$ cat src/rtl/me_pkg.sv
// Shared motion-estimation types: SAD/MV widths, the result record and selector FSM states.
// Latency: none (types and constants only). Backpressure: n/a.
// ZMV_BIAS is only present when SAD_MIN_ZERO_BIAS_EN is defined.
package me_pkg;
    localparam int SAD_W    = 16;
    localparam int LANES    = 16;
    localparam int ROWS     = 16;
    localparam int SEARCH_R = 8;
    localparam int MV_W     = 5;
    localparam int LANE_W   = $clog2(LANES);
    localparam int ROW_W    = $clog2(ROWS);
    localparam int IDX_W    = 8;
`ifdef SAD_MIN_ZERO_BIAS_EN
    localparam int ZMV_BIAS = 64;
`endif

    typedef logic [SAD_W-1:0] sad_t;
    typedef logic [MV_W-1:0]  mv_t;

    typedef struct packed {
        sad_t             sad;
        mv_t              mv_x;
        mv_t              mv_y;
        logic [IDX_W-1:0] idx;
    } res_t;

    typedef enum logic [1:0] {ACCUM, DRAIN, HOLD} state_t;
endpackage

$ cat src/rtl/sad_lane_min.sv
// LANES-to-1 unsigned minimum over one SAD beat, returning value and lowest lane on ties.
// Latency: combinational. Backpressure: none.
module sad_lane_min
    import me_pkg::*;
(
    input  logic [LANES*SAD_W-1:0] sad_vec,
    output sad_t                   min_sad,
    output logic [LANE_W-1:0]      min_lane
);
    // Strict less-than while scanning upward keeps the lowest lane on ties.
    always_comb begin
        min_sad  = sad_vec[0 +: SAD_W];
        min_lane = '0;
        for (int k = 1; k < LANES; k++) begin
            if (sad_vec[k*SAD_W +: SAD_W] < min_sad) begin
                min_sad  = sad_vec[k*SAD_W +: SAD_W];
                min_lane = LANE_W'(k);
            end
        end
    end
endmodule

$ cat src/rtl/sad_min_selector.sv
// Running-minimum SAD selector over a 16x16 search window; emits best MV, SAD, index.
// Latency: best_valid 3 cycles after last-beat transfer; sad_ready low from then until result handshake.
// Backpressure: result held stable while best_ready low. Option: SAD_MIN_ZERO_BIAS_EN biases the (0,0) candidate.
module sad_min_selector
    import me_pkg::*;
(
    input  logic                   clk,
    input  logic                   rst,
    input  logic                   sad_valid,
    output logic                   sad_ready,
    input  logic [LANES*SAD_W-1:0] sad_data,
    input  logic                   sad_last,
    output logic                   best_valid,
    input  logic                   best_ready,
    output logic [SAD_W-1:0]       best_sad,
    output logic [MV_W-1:0]        best_mv_x,
    output logic [MV_W-1:0]        best_mv_y,
    output logic [7:0]             best_idx,
    output logic                   len_err
);
    state_t              state, state_nxt;
    logic                rdy_en;
    logic                drain_cnt;
    logic [ROW_W-1:0]    row_cnt;
    logic                xfer, at_last_row, win_end, hs;
    logic [LANES*SAD_W-1:0] lane_vec;
    sad_t                lmin_sad;
    logic [LANE_W-1:0]   lmin_lane;
    logic                s1_vld, s1_first;
    sad_t                s1_sad;
    logic [LANE_W-1:0]   s1_lane;
    logic [ROW_W-1:0]    s1_row;
    res_t                s1_res, run;

    assign sad_ready   = (state == ACCUM) && rdy_en;
    assign xfer        = sad_valid && sad_ready;
    assign at_last_row = (row_cnt == ROW_W'(ROWS-1));
    assign win_end     = sad_last || at_last_row;
    assign best_valid  = (state == HOLD);
    assign hs          = best_valid && best_ready;

`ifdef SAD_MIN_ZERO_BIAS_EN
    sad_t zmv_raw;
    always_comb begin
        lane_vec = sad_data;
        zmv_raw  = sad_data[SEARCH_R*SAD_W +: SAD_W];
        if (row_cnt == ROW_W'(SEARCH_R)) begin
            lane_vec[SEARCH_R*SAD_W +: SAD_W] =
                (zmv_raw > sad_t'(ZMV_BIAS)) ? zmv_raw - sad_t'(ZMV_BIAS) : '0;
        end
    end
`else
    assign lane_vec = sad_data;
`endif

    sad_lane_min u_lane_min (
        .sad_vec  (lane_vec),
        .min_sad  (lmin_sad),
        .min_lane (lmin_lane)
    );

    always_comb begin
        s1_res.sad  = s1_sad;
        s1_res.mv_x = MV_W'(s1_lane) - MV_W'(SEARCH_R);
        s1_res.mv_y = MV_W'(s1_row) - MV_W'(SEARCH_R);
        s1_res.idx  = IDX_W'(s1_row) * IDX_W'(LANES) + IDX_W'(s1_lane);
    end

    always_comb begin
        state_nxt = state;
        case (state)
            ACCUM:   if (xfer && win_end) state_nxt = DRAIN;
            DRAIN:   if (drain_cnt)       state_nxt = HOLD;
            HOLD:    if (best_ready)      state_nxt = ACCUM;
            default:                      state_nxt = ACCUM;
        endcase
    end

    always_ff @(posedge clk) begin
        if (rst) state <= ACCUM;
        else     state <= state_nxt;
    end

    always_ff @(posedge clk) begin
        if (rst) begin
            rdy_en    <= 1'b0;
            drain_cnt <= 1'b0;
            row_cnt   <= '0;
            s1_vld    <= 1'b0;
            s1_first  <= 1'b0;
            s1_sad    <= '0;
            s1_lane   <= '0;
            s1_row    <= '0;
            run       <= '0;
            len_err   <= 1'b0;
        end else begin
            rdy_en    <= 1'b1;
            drain_cnt <= (state == DRAIN) ? ~drain_cnt : 1'b0;
            s1_vld    <= xfer;
            if (xfer) begin
                s1_sad   <= lmin_sad;
                s1_lane  <= lmin_lane;
                s1_row   <= row_cnt;
                s1_first <= (row_cnt == '0);
                row_cnt  <= row_cnt + 1'b1;
                if (win_end) len_err <= (sad_last != at_last_row);
            end
            // First beat loads unconditionally; later rows only on strict improvement.
            if (s1_vld && (s1_first || s1_sad < run.sad)) run <= s1_res;
            if (hs) begin
                row_cnt <= '0;
                run     <= '0;
                len_err <= 1'b0;
            end
        end
    end

    assign best_sad  = run.sad;
    assign best_mv_x = run.mv_x;
    assign best_mv_y = run.mv_y;
    assign best_idx  = run.idx;
endmodule

$ cat config.mk
export PLATFORM = sky130hd
export DESIGN_NAME = sad_min_selector
export DESIGN_NICKNAME = d
export VERILOG_FILES = /design/src/rtl/me_pkg.sv /design/src/rtl/sad_lane_min.sv /design/src/rtl/sad_min_selector.sv
export SDC_FILE = /design/constraint.sdc
export NUM_CORES = 1
export LEC_CHECK = 0
export CAP_MARGIN = 25
export CORE_MARGIN = 4
export CORE_UTILIZATION = 47
export DETAILED_ROUTE_END_ITERATION = 16
export PLACE_DENSITY = 0.8
export SETUP_SLACK_MARGIN = 0.3
export SYNTH_ARGS = -nofsm -noshare
export SYNTH_HDL_FRONTEND = slang
export SYNTH_SLANG_ARGS = --single-unit
$ cat constraint.sdc
create_clock -name clk -period 39.4 [get_ports clk]
set_clock_uncertainty 0.05 [all_clocks]
set_input_delay 7.88 -clock clk [delete_from_list [all_inputs] [get_ports clk]]
set_output_delay 7.88 -clock clk [all_outputs]
set_load 0.02 [all_outputs]
# Yosys cells after proc, flatten, opt, wreduce, memory -nomap -nowiden
# Index checks and enable logic that the tools add are counted.
# totals
regBits	69
word_cells	91
inputBits	261
output_inout_bits	37
# op_classes
n_mux	35
bitwise_logic	2
n_reduce_logical	13
n_eq_ne	7
order_cmp	16
add_sub_neg	4
# ops
cell	n
less-than comparator 16 bit	16
two-way mux 16 bit	15
two-way mux 4 bit	8
two-way mux 3 bit	4
two-way mux 2 bit	5
subtractor 4 x 4 -> 5 bit, second input constant	2
adder 8 x 4 -> 8 bit	1
case mux 2 bit (3 select lines)	1
logical AND 1 bit	5
adder 4 x 1 -> 4 bit, second input constant	1
equality test 4 bit, second input constant	1
logical NOT 4 bit	1
!= test 2 x 1 -> 1 bit, second input constant	2
OR reduction 2 bit	2
AND reduction 3 bit	1
equality test 2 x 1 -> 1 bit, second input constant	1
equality test 2 bit, second input constant	1
logical NOT 2 bit	1
logical OR 1 bit	2
two-way mux 1 bit	2
!= test 2 bit, second input constant	1
inverter 1 bit	2
AND reduction 2 bit	1
!= test 1 bit	1

# Logic depth before layout (Yosys ltp)
# Gate-level depths: netlist of the first run.
# depth
depth_word	30
ltp_mapped	215
depth_no_buf	186

# By module
# Synthesis of the first run repeated with hierarchy kept, for this count alone.
# unflattened
cells_unflattened	1784
area_unflattened_um2	12687.2
# by_module_without_submodules
mod	area_per_inst_um2	n_inst	cells_each	seq_area_each_um2
sad_lane_min	9909.5	1	1451	0.0
sad_min_selector	2777.7	1	333	1221.2

# Least setup slack after synthesis of the first run
# No wires, ideal clock.
# synth_timing
path_type	input port to flip-flop
start	in sad_data[15]
end	reg s1_sad[10]
t_arrival_ps	42161
path_buffers	30
required_time_ps	39229
setup_ps	121
path_slack_ps	-2932
cell_stages	205
path_cell_list	inv_1 -> ha_1 -> nand4_1 -> or3_4 -> o31a_1 -> buf_4 -> nand2_2 -> buf_1 -> mux2i_1 -> ha_1 -> and4_1 -> and2_1 -> a221oi_1 -> and3_1 -> clkbuf_1 -> nand3_1 -> clkbuf_1 -> buf_1 -> [169 not listed] -> buf_4 -> mux2i_1 -> ha_1 -> a21o_1 -> a21oi_1 -> nor2b_1 -> o21ai_0 -> nand2b_1 -> a21oi_1 -> nor2b_1 -> o21ai_0 -> nand2_1 -> nor2_1 -> nand2_1 -> o211ai_2 -> or3_4 -> buf_6 -> o21ai_2
# synth_via
elab_chain_cells	30
# synth_lines
item	line	text
from (decl)	sad_min_selector.sv:11	input logic [LANES*SAD_W-1:0] sad_data,
less-than comparator 16 bit	sad_lane_min.sv:15	if (sad_vec[k*SAD_W +: SAD_W] < min_sad) begin
two-way mux 16 bit (*)	sad_lane_min.sv:15	
less-than comparator 16 bit	sad_lane_min.sv:15	
two-way mux 16 bit (*)	sad_lane_min.sv:15	
less-than comparator 16 bit	sad_lane_min.sv:15	
two-way mux 16 bit (*)	sad_lane_min.sv:15	
less-than comparator 16 bit	sad_lane_min.sv:15	
two-way mux 16 bit (*)	sad_lane_min.sv:15	
[14 not listed]	n/a	
less-than comparator 16 bit	sad_lane_min.sv:15	
two-way mux 16 bit (*)	sad_lane_min.sv:15	
less-than comparator 16 bit	sad_lane_min.sv:15	
two-way mux 16 bit (*)	sad_lane_min.sv:15	
less-than comparator 16 bit	sad_lane_min.sv:15	
two-way mux 16 bit (*)	sad_lane_min.sv:15	
less-than comparator 16 bit	sad_lane_min.sv:15	
two-way mux 16 bit (*)	sad_lane_min.sv:15	
to (signal assigned)	sad_min_selector.sv:101	s1_sad <= lmin_sad;
to (decl)	sad_min_selector.sv:30	sad_t s1_sad;
# Mark *: on every way between the ends. The rest lies on a longest branch, timed or not.
# A chain may end at the register's enable or synchronous reset.

# Worst setup path in the final report of the first run
# layout_timing
start	in sad_data[14]
end	reg s1_sad[9]
# The elaborated chain is that of the path after synthesis.

==> run_summary.xml, run 1 <==
<?xml version="1.0" encoding="UTF-8"?>
<metrics>
  <group name="place">
    <metric name="post_detailed_placement_half_perimeter_wirelength" unit="mm">34.6</metric>
    <metric name="place.gp.congestion" unit="">0.968</metric>
    <metric name="port_buffers" unit="">297</metric>
  </group>
  <group name="synthesis">
    <metric name="yosys_most_used_dff" unit="">sky130_fd_sc_hd__dfxtp_1</metric>
    <metric name="synth.top_cells.by_area" unit="">sky130_fd_sc_hd__ha_1, sky130_fd_sc_hd__dfxtp_1, sky130_fd_sc_hd__inv_1</metric>
    <metric name="mappedNetlistArea" unit="µm²">12500</metric>
    <metric name="combinational_family_with_the_most_area_after_synthesis" unit="">compound AO/OA/AOI/OAI gates</metric>
    <metric name="synthSimpleGateAreaFrac" unit="%">20.1</metric>
    <metric name="syn_nets" unit="">2207</metric>
    <metric name="synth_compound_gate_area_share" unit="%">27.8</metric>
    <metric name="synth.yosys.warnings" unit="">0</metric>
    <metric name="synth_async_sr_flop_share" unit="%">0</metric>
    <metric name="synth_area_leader_cell" unit="">sky130_fd_sc_hd__ha_1</metric>
    <metric name="synth.yosys.seq_area_share" unit="%">9.80</metric>
    <metric name="synthAdderAreaFrac" unit="%">23.0</metric>
    <metric name="synth.mux.area_fraction" unit="%">9.36</metric>
    <metric name="netlist.area_leader.share" unit="%">21.9</metric>
    <metric name="synth_cell_types" unit="">99</metric>
    <metric name="synthesis.instances" unit="">1728</metric>
    <metric name="post_synth_xor_area_fraction" unit="%">0.632</metric>
    <metric name="synth_edf_count" unit="">0</metric>
    <metric name="synth-seq-cells" unit="">61</metric>
    <metric name="syn_area_per_cell" unit="µm²">7.21</metric>
  </group>
  <group name="global_routing">
    <metric name="first_global_vias" unit="">13500</metric>
    <metric name="grt-busiest-layer" unit="">met2</metric>
    <metric name="grt_util_all_layers" unit="%">26.9</metric>
    <metric name="grt_max_degree" unit="">35</metric>
    <metric name="groute.layer.met2.usage" unit="%">45.7</metric>
    <metric name="grt_antenna_before_repair" unit="">7</metric>
    <metric name="grtUsageMet3" unit="%">2.59</metric>
    <metric name="first_pass_grt_wire_length" unit="mm">66.0</metric>
    <metric name="grt-ovfl-total" unit="">0</metric>
    <metric name="global_route.usage.met1" unit="%">35.4</metric>
  </group>
  <group name="clock_network">
    <metric name="cts_made_buffers" unit="">9</metric>
    <metric name="cts_root_buf" unit="">sky130_fd_sc_hd__clkbuf_16</metric>
    <metric name="ctsLongestPathBuffers" unit="">2</metric>
    <metric name="cts-htree-levels" unit="">3</metric>
    <metric name="hold_buffers" unit="">0</metric>
    <metric name="cts_sinks" unit="">61</metric>
    <metric name="worst_setup_hold_path_clk_slew" unit="ps">60</metric>
    <metric name="tritoncts" unit="">yes</metric>
    <metric name="clock_latency" unit="ps">330</metric>
  </group>
  <group name="sta">
    <metric name="finalWorstPathRequiredPeriod" unit="ps">38290</metric>
    <metric name="final-max-slew-violation-count" unit="">0</metric>
    <metric name="worstMarginPinSlew" unit="ps">1010</metric>
    <metric name="worst_slew_margin_rel" unit="%">32.4</metric>
    <metric name="fin_hold_ws" unit="ps">411</metric>
    <metric name="max_freq" unit="MHz">26.1</metric>
    <metric name="final.period_utilization" unit="%">97.2</metric>
    <metric name="finalSetupViolCount" unit="">0</metric>
    <metric name="final-hold-violation-count" unit="">0</metric>
  </group>
  <group name="die">
    <metric name="chipHeight" unit="µm">171</metric>
    <metric name="std_cell_rows" unit="">59</metric>
    <metric name="core_region_area" unit="µm²">26100</metric>
    <metric name="initial_utilization" unit="%">47.8</metric>
    <metric name="fp.dieArea" unit="µm²">29200</metric>
    <metric name="i_o_pin_total" unit="">298</metric>
    <metric name="die_w" unit="µm">171</metric>
  </group>
  <group name="detailed_routing">
    <metric name="route.final.wire_length" unit="mm">46.3</metric>
    <metric name="route.antenna.remaining_nets" unit="">0</metric>
    <metric name="route.detailed.wl_per_inst" unit="µm">18.8</metric>
    <metric name="initialDrtViolationCount" unit="">1244</metric>
    <metric name="viasPerCell" unit="">6.01</metric>
    <metric name="via_count" unit="">14800</metric>
    <metric name="detailedRoute.firstPassIterationCount" unit="">6</metric>
    <metric name="drcViolationCount" unit="">0</metric>
  </group>
  <group name="worst_setup_path">
    <metric name="cp_slowest_stage_delay" unit="ps">590</metric>
    <metric name="critPathCaptureType" unit="">register</metric>
    <metric name="timing.critical_path.slowest_stage_cell" unit="">sky130_fd_sc_hd__or4_4</metric>
    <metric name="req_time_crit_path" unit="ps">39610</metric>
    <metric name="worst-endpoint-arrival" unit="ps">38500</metric>
    <metric name="timing.setup.critical_path_class" unit="">in -&gt; reg</metric>
    <metric name="crit_path_max_fanout" unit="">12</metric>
    <metric name="start_kind" unit="">input pin</metric>
  </group>
  <group name="cells_and_area">
    <metric name="layout-drive-gt1-share" unit="%">19.2</metric>
    <metric name="nNetsFinal" unit="">2592</metric>
    <metric name="area_growth" unit="%">47.8</metric>
    <metric name="layout.core_utilization" unit="%">70.7</metric>
  </group>
  <group name="power">
    <metric name="total_power" unit="mW">1.97</metric>
    <metric name="power.density" unit="nW/µm²">107</metric>
    <metric name="total_leakage_power" unit="nW">8.60</metric>
    <metric name="ir_worst_vdd" unit="mV">0.120</metric>
  </group>
  <group name="outcome">
    <metric name="outcome" unit="">complete, no violations</metric>
  </group>
  <group name="hold_path">
    <metric name="hold_path.class" unit="">reg -&gt; reg</metric>
  </group>
  <group name="flow_run">
    <metric name="timing.max_cap.violations" unit="">0</metric>
  </group>
</metrics>
==> synth_stat cells, drive strengths merged, types with 15 or more instances <==
library cell,n
and3,25
o21ai,143
nand4,43
nand2,137
nand3,23
a21oi,157
a32oi,15
mux2i,78
inv,216
nand2b,25
nor2,149
mux2,34
ha,218
nor2b,33
nor3,21
a211oi,16
a21o,59
clkbuf,45
buf,24
dfxtp,61
==> critical path: cells and delay by family <==
kind	cells	cell delay, ps
AOI/OAI and AO/OA	64	11910
and+or+nand+nor	60	9190
buffers and inverters	29	4060
adders and majority gates	15	4040
muxes	5	1350
==> power breakdown <==
part | internal [mW] | leakage, nW | switching (mW)
clock network | 0.0497 | 0.143 | 0.0308
logic | 0.849 | 7.96 | 0.968
registers | 0.0683 | 0.496 | 0.00472
==> metrics by stage <==
stage / cell area [µm²] / cells / TNS, ps / setup WS [ps]
global placement: 16000 / 2333 / -5740 / -370
detailed placement: 16000 / 2333 / -19440 / -1090
global route: 18400 / 2460 / -6890 / -417
finish: 18400 / 2460 / 0 / 1110
floorplan: 12600 / 1728 / 0 / 329
CTS: 16600 / 2366 / 0 / 311
==> what timing repair did <==
item | CTS | global route
gates resized for setup | 32 | 224
pin swaps | 10 | 82
cloned | 4 | 15
setup buffers | 13 | 71
endpoints found under the setup margin | 20 | 20
==> metal layers <==
metal / share of wire (%) / wire [µm]
met5: 0 / 0
met4: 3.9 / 1810
met3: 7.5 / 3480
met2: 48 / 22100
met1: 41 / 18900
==> worst paths after layout <==
check	from	to	slack, ps	cells after the start
max	sad_data[14]	s1_sad[9]	1110	173
min	s1_row[2]	s1_row[2]	410	2
max reg2reg	best_sad[1]	best_sad[1]	35070	25
min reg2reg	s1_row[2]	s1_row[2]	410	2
==> area by class of cell <==
class,instances,area [µm²]
diodes,7,17.5
clock buffers,9,225
clock inverters,7,80.1
fillers,1890,7630
inverters,216,811
multi-input cells,1388,11200
flip-flops and latches,61,1220
well taps,335,419
repair buffers,437,4410
==> flip-flops by register name (all words and copies together) (netlist names) <==
name and count:
s1_sad 16, drain_cnt 1, row_cnt 4, s1_first 1
len_err 1, s1_row 4, rdy_en 1, state 2
s1_vld 1, s1_lane 4, best_sad 16, best_mv_y 4
best_idx 2, best_mv_x 4
==> layout by cell type, fill, tap and decap left out, types with 19 or more instances in the layout <==
cell type,instances
sky130_fd_sc_hd__mux2_2,29
sky130_fd_sc_hd__buf_4,110
sky130_fd_sc_hd__o21ai_0,83
sky130_fd_sc_hd__o21ai_2,23
sky130_fd_sc_hd__nand4_1,43
sky130_fd_sc_hd__a21oi_2,31
sky130_fd_sc_hd__nand3_1,20
sky130_fd_sc_hd__and3_1,19
sky130_fd_sc_hd__a21o_1,58
sky130_fd_sc_hd__clkbuf_16,19
sky130_fd_sc_hd__dfxtp_1,61
sky130_fd_sc_hd__nor2b_1,33
sky130_fd_sc_hd__clkdlybuf4s50_1,288
sky130_fd_sc_hd__nand2_1,130
sky130_fd_sc_hd__mux2i_1,63
sky130_fd_sc_hd__inv_1,212
sky130_fd_sc_hd__a21oi_1,120
sky130_fd_sc_hd__nand2b_1,24
sky130_fd_sc_hd__ha_4,19
sky130_fd_sc_hd__o21ai_1,35
sky130_fd_sc_hd__nor2_1,129
sky130_fd_sc_hd__ha_1,199
==> cells by family (layout without fill, tap and decap cells) <==
| kind of cell | after synthesis | after routing |
|---|---|---|
| AOI/OAI and AO/OA | 517 | 517 |
| and+or+nand+nor | 512 | 518 |
| buffers and inverters | 285 | 669 |
| adders and majority gates | 232 | 232 |
| muxes | 112 | 112 |
| DFF | 61 | 61 |
| xor gates and xnor gates | 9 | 9 |
| other | 0 | 7 |
Power figures use the tool's default switching activity.
==> run 2, diff against run 1 <==
--- a/config.mk
+++ b/config.mk
@@ -7,10 +7,11 @@
 export LEC_CHECK = 0
 export CAP_MARGIN = 25
 export CORE_MARGIN = 4
-export CORE_UTILIZATION = 47
+export CORE_UTILIZATION = 48
 export DETAILED_ROUTE_END_ITERATION = 16
-export PLACE_DENSITY = 0.8
+export PLACE_DENSITY = 0.81
 export SETUP_SLACK_MARGIN = 0.3
 export SYNTH_ARGS = -nofsm -noshare
 export SYNTH_HDL_FRONTEND = slang
+export SYNTH_HIERARCHICAL = 1
 export SYNTH_SLANG_ARGS = --single-unit
==> run_summary.xml, run 2 <==
<?xml version="1.0" encoding="UTF-8"?>
<metrics>
  <group name="outcome">
    <metric name="outcome" unit="">complete, but fails checks</metric>
    <metric name="failing_checks" unit="">negative setup slack</metric>
  </group>
  <group name="sta">
    <metric name="setup_ws" unit="ps">-324</metric>
    <metric name="fin_hold_ws" unit="ps">414</metric>
    <metric name="final-hold-violation-count" unit="">0</metric>
    <metric name="finalSetupViolCount" unit="">20</metric>
    <metric name="finalWorstPathRequiredPeriod" unit="ps">39720</metric>
    <metric name="rsz0062_at_grt" unit="">yes</metric>
    <metric name="worstMarginPinSlew" unit="ps">1030</metric>
    <metric name="worst_slew_margin_rel" unit="%">31.6</metric>
    <metric name="final.period_utilization" unit="%">101</metric>
    <metric name="final-max-slew-violation-count" unit="">0</metric>
    <metric name="max_freq" unit="MHz">25.2</metric>
  </group>
  <group name="detailed_routing">
    <metric name="viasPerCell" unit="">6.10</metric>
    <metric name="initialDrtViolationCount" unit="">1599</metric>
    <metric name="detailedRoute.firstPassIterationCount" unit="">12</metric>
    <metric name="route.final.wire_length" unit="mm">57.6</metric>
    <metric name="route.detailed.wl_per_inst" unit="µm">20.8</metric>
    <metric name="via_count" unit="">16800</metric>
    <metric name="route.antenna.remaining_nets" unit="">0</metric>
    <metric name="drcViolationCount" unit="">0</metric>
  </group>
  <group name="place">
    <metric name="placement.setup.worst_slack" unit="ps">-1230</metric>
    <metric name="placed_cell_area" unit="µm²">17900</metric>
    <metric name="port_buffers" unit="">297</metric>
    <metric name="place.gp.congestion" unit="">1.00</metric>
    <metric name="post_detailed_placement_half_perimeter_wirelength" unit="mm">40.4</metric>
  </group>
  <group name="flow_run">
    <metric name="timing.max_cap.violations" unit="">0</metric>
  </group>
  <group name="cells_and_area">
    <metric name="multiInputGateArea" unit="µm²">12100</metric>
    <metric name="area_growth" unit="%">67.1</metric>
    <metric name="layout-drive-gt1-share" unit="%">33.5</metric>
    <metric name="nFillCells" unit="">1610</metric>
    <metric name="nNetsFinal" unit="">2895</metric>
    <metric name="most_common_cell_after_layout_fill_and_taps_aside" unit="">sky130_fd_sc_hd__buf_4</metric>
    <metric name="fin_area" unit="µm²">21200</metric>
    <metric name="commonest_cells_after_routing_fill_and_taps_aside" unit="">sky130_fd_sc_hd__buf_4, sky130_fd_sc_hd__clkdlybuf4s50_1, sky130_fd_sc_hd__nand2_1</metric>
    <metric name="sequential_cell_area" unit="µm²">1220</metric>
  </group>
  <group name="clock_network">
    <metric name="cts_sinks" unit="">61</metric>
    <metric name="cts_root_buf" unit="">sky130_fd_sc_hd__clkbuf_16</metric>
    <metric name="cts_made_buffers" unit="">9</metric>
    <metric name="clock_latency" unit="ps">330</metric>
    <metric name="cts-htree-levels" unit="">3</metric>
    <metric name="ctsLongestPathBuffers" unit="">2</metric>
    <metric name="worst_setup_hold_path_clk_slew" unit="ps">50</metric>
    <metric name="tritoncts" unit="">yes</metric>
  </group>
  <group name="global_routing">
    <metric name="grt-ovfl-total" unit="">0</metric>
    <metric name="first_global_vias" unit="">15600</metric>
    <metric name="grt_max_degree" unit="">46</metric>
    <metric name="grt_antenna_before_repair" unit="">10</metric>
    <metric name="first_pass_grt_wire_length" unit="mm">76.9</metric>
    <metric name="grt_util_all_layers" unit="%">32.1</metric>
  </group>
  <group name="worst_setup_path">
    <metric name="cp_slowest_stage_delay" unit="ps">370</metric>
    <metric name="crit_path_max_fanout" unit="">10</metric>
    <metric name="critical_path_buf_inv_count" unit="">30</metric>
    <metric name="critical_path.reg2reg.startpoint" unit="">best_sad[15]</metric>
    <metric name="critical_path.most_common_cell" unit="">sky130_fd_sc_hd__a21o_1</metric>
    <metric name="critPathCapture" unit="">s1_sad[1]</metric>
    <metric name="path_depth" unit="">202</metric>
    <metric name="startpoint" unit="">sad_data[15]</metric>
    <metric name="timing.setup.critical_path_class" unit="">in -&gt; reg</metric>
    <metric name="cp_top_family" unit="">compound AO/OA/AOI/OAI gates</metric>
    <metric name="r2r_slack" unit="ps">36580</metric>
    <metric name="worst-endpoint-arrival" unit="ps">39920</metric>
    <metric name="reg2reg_depth" unit="">8</metric>
    <metric name="req_time_crit_path" unit="ps">39600</metric>
    <metric name="start_kind" unit="">input pin</metric>
    <metric name="crit-reg2reg-capture" unit="">best_sad[3]</metric>
    <metric name="critPathCaptureType" unit="">register</metric>
    <metric name="timing.critical_path.slowest_stage_cell" unit="">sky130_fd_sc_hd__a311oi_4</metric>
  </group>
  <group name="synthesis">
    <metric name="mappedNetlistArea" unit="µm²">12700</metric>
    <metric name="synth.top_cells.by_area" unit="">sky130_fd_sc_hd__ha_1, sky130_fd_sc_hd__dfxtp_1, sky130_fd_sc_hd__nand2_1</metric>
    <metric name="synth_edf_count" unit="">0</metric>
    <metric name="synthesis.instances" unit="">1784</metric>
    <metric name="syn_nets" unit="">2263</metric>
    <metric name="netlist.area_leader.share" unit="%">21.5</metric>
    <metric name="syn_area_per_cell" unit="µm²">7.11</metric>
    <metric name="synth_cell_types" unit="">99</metric>
    <metric name="yosysMostFrequentCell" unit="">sky130_fd_sc_hd__nand2_1</metric>
    <metric name="synth.yosys.seq_area_share" unit="%">9.63</metric>
    <metric name="synth_async_sr_flop_share" unit="%">0</metric>
    <metric name="synth-seq-cells" unit="">61</metric>
    <metric name="synth_commonest_cells" unit="">sky130_fd_sc_hd__nand2_1, sky130_fd_sc_hd__inv_1, sky130_fd_sc_hd__ha_1, sky130_fd_sc_hd__a21oi_1, sky130_fd_sc_hd__nor2_1</metric>
    <metric name="yosys_most_used_dff" unit="">sky130_fd_sc_hd__dfxtp_1</metric>
    <metric name="synth_area_leader_cell" unit="">sky130_fd_sc_hd__ha_1</metric>
    <metric name="synth.yosys.warnings" unit="">6</metric>
  </group>
  <group name="die">
    <metric name="initial_utilization" unit="%">48.7</metric>
    <metric name="fp.dieArea" unit="µm²">29100</metric>
    <metric name="chipHeight" unit="µm">171</metric>
    <metric name="core_region_area" unit="µm²">26100</metric>
    <metric name="std_cell_rows" unit="">59</metric>
    <metric name="i_o_pin_total" unit="">298</metric>
    <metric name="die_w" unit="µm">171</metric>
  </group>
  <group name="hold_path">
    <metric name="hold_path.class" unit="">reg -&gt; reg</metric>
    <metric name="worstHoldPathCells" unit="">2</metric>
  </group>
</metrics>
==> run 2: area by class of cell <==
class / count / share of cell area (%)
Tap cell: 335 / 1.98
Timing Repair Buffer: 687 / 29.4
Multi-Input combinational cell: 1431 / 57.1
Clock inverter: 4 / 0.331
Antenna cell: 6 / 0.0708
Inverter: 226 / 4.10
Sequential cell: 61 / 5.76
Clock buffer: 12 / 1.21
==> run 2: cells by family after synthesis <==
logic type                 count (synthesis)  share of synthesized area [%]
muxes                                    139                           11.6
DFF                                       61                           9.63
adders and majority gates                222                           21.8
and+or+nand+nor                          562                           21.3
AOI/OAI and AO/OA                        494                           25.3
xor gates and xnor gates                  12                          0.828
buffers and inverters                    294                           9.55
==> run 2: metal layers <==
metal  wire length, µm  track usage (%)  up-vias
met4              3950             14.9       10
li1                  -                -     7666
met5                60                0        -
met1             21300             38.1     7831
met2             27800             57.2      990
met3              4430             4.46      339
==> run 2: how the worst min path moves through the flow <==
stage	start	to	slack, ps
final	s1_lane[2]	best_mv_x[2]	410
after global routing	s1_lane[2]	best_mv_x[2]	430
after CTS	s1_lane[0]	s1_lane[0]	410
after detailed placement	s1_row[0]	s1_row[0]	400
after global placement	s1_lane[2]	best_mv_x[2]	390
after floorplan	s1_first	s1_first	380
==> run 2: stage by stage <==
| stage | util [%] | instances | TNS [ps] |
|---|---|---|---|
| after floorplan | - | 1784 | 0 |
| after global placement | 68.5 | 2603 | -738 |
| after detailed placement | 68.6 | 2604 | -23640 |
| after CTS | 73.0 | 2680 | 0 |
| after global routing | 81.3 | 2761 | -31890 |
| final | 81.3 | 2762 | -4470 |
==> run 2: what timing repair did <==
action | CTS | global route
resized for setup | 76 | 414
hold buffers | 0 | 0
endpoints found under the hold margin | 0 | 0
setup buffers | 57 | 70
pin swaps | 61 | 172
endpoints found under the setup margin | 20 | 20
cloned | 3 | 5
==> run 2: tightest hold or removal path, delay by kind of cell (launching register included) <==
kind | cells | cell delay [ps]
mux | 1 | 50
flops | 1 | 310
simple gates | 1 | 50
Power of run 2 is not shown: default switching activity piles up to over one toggle a cycle in this logic, so the estimate is an artifact.
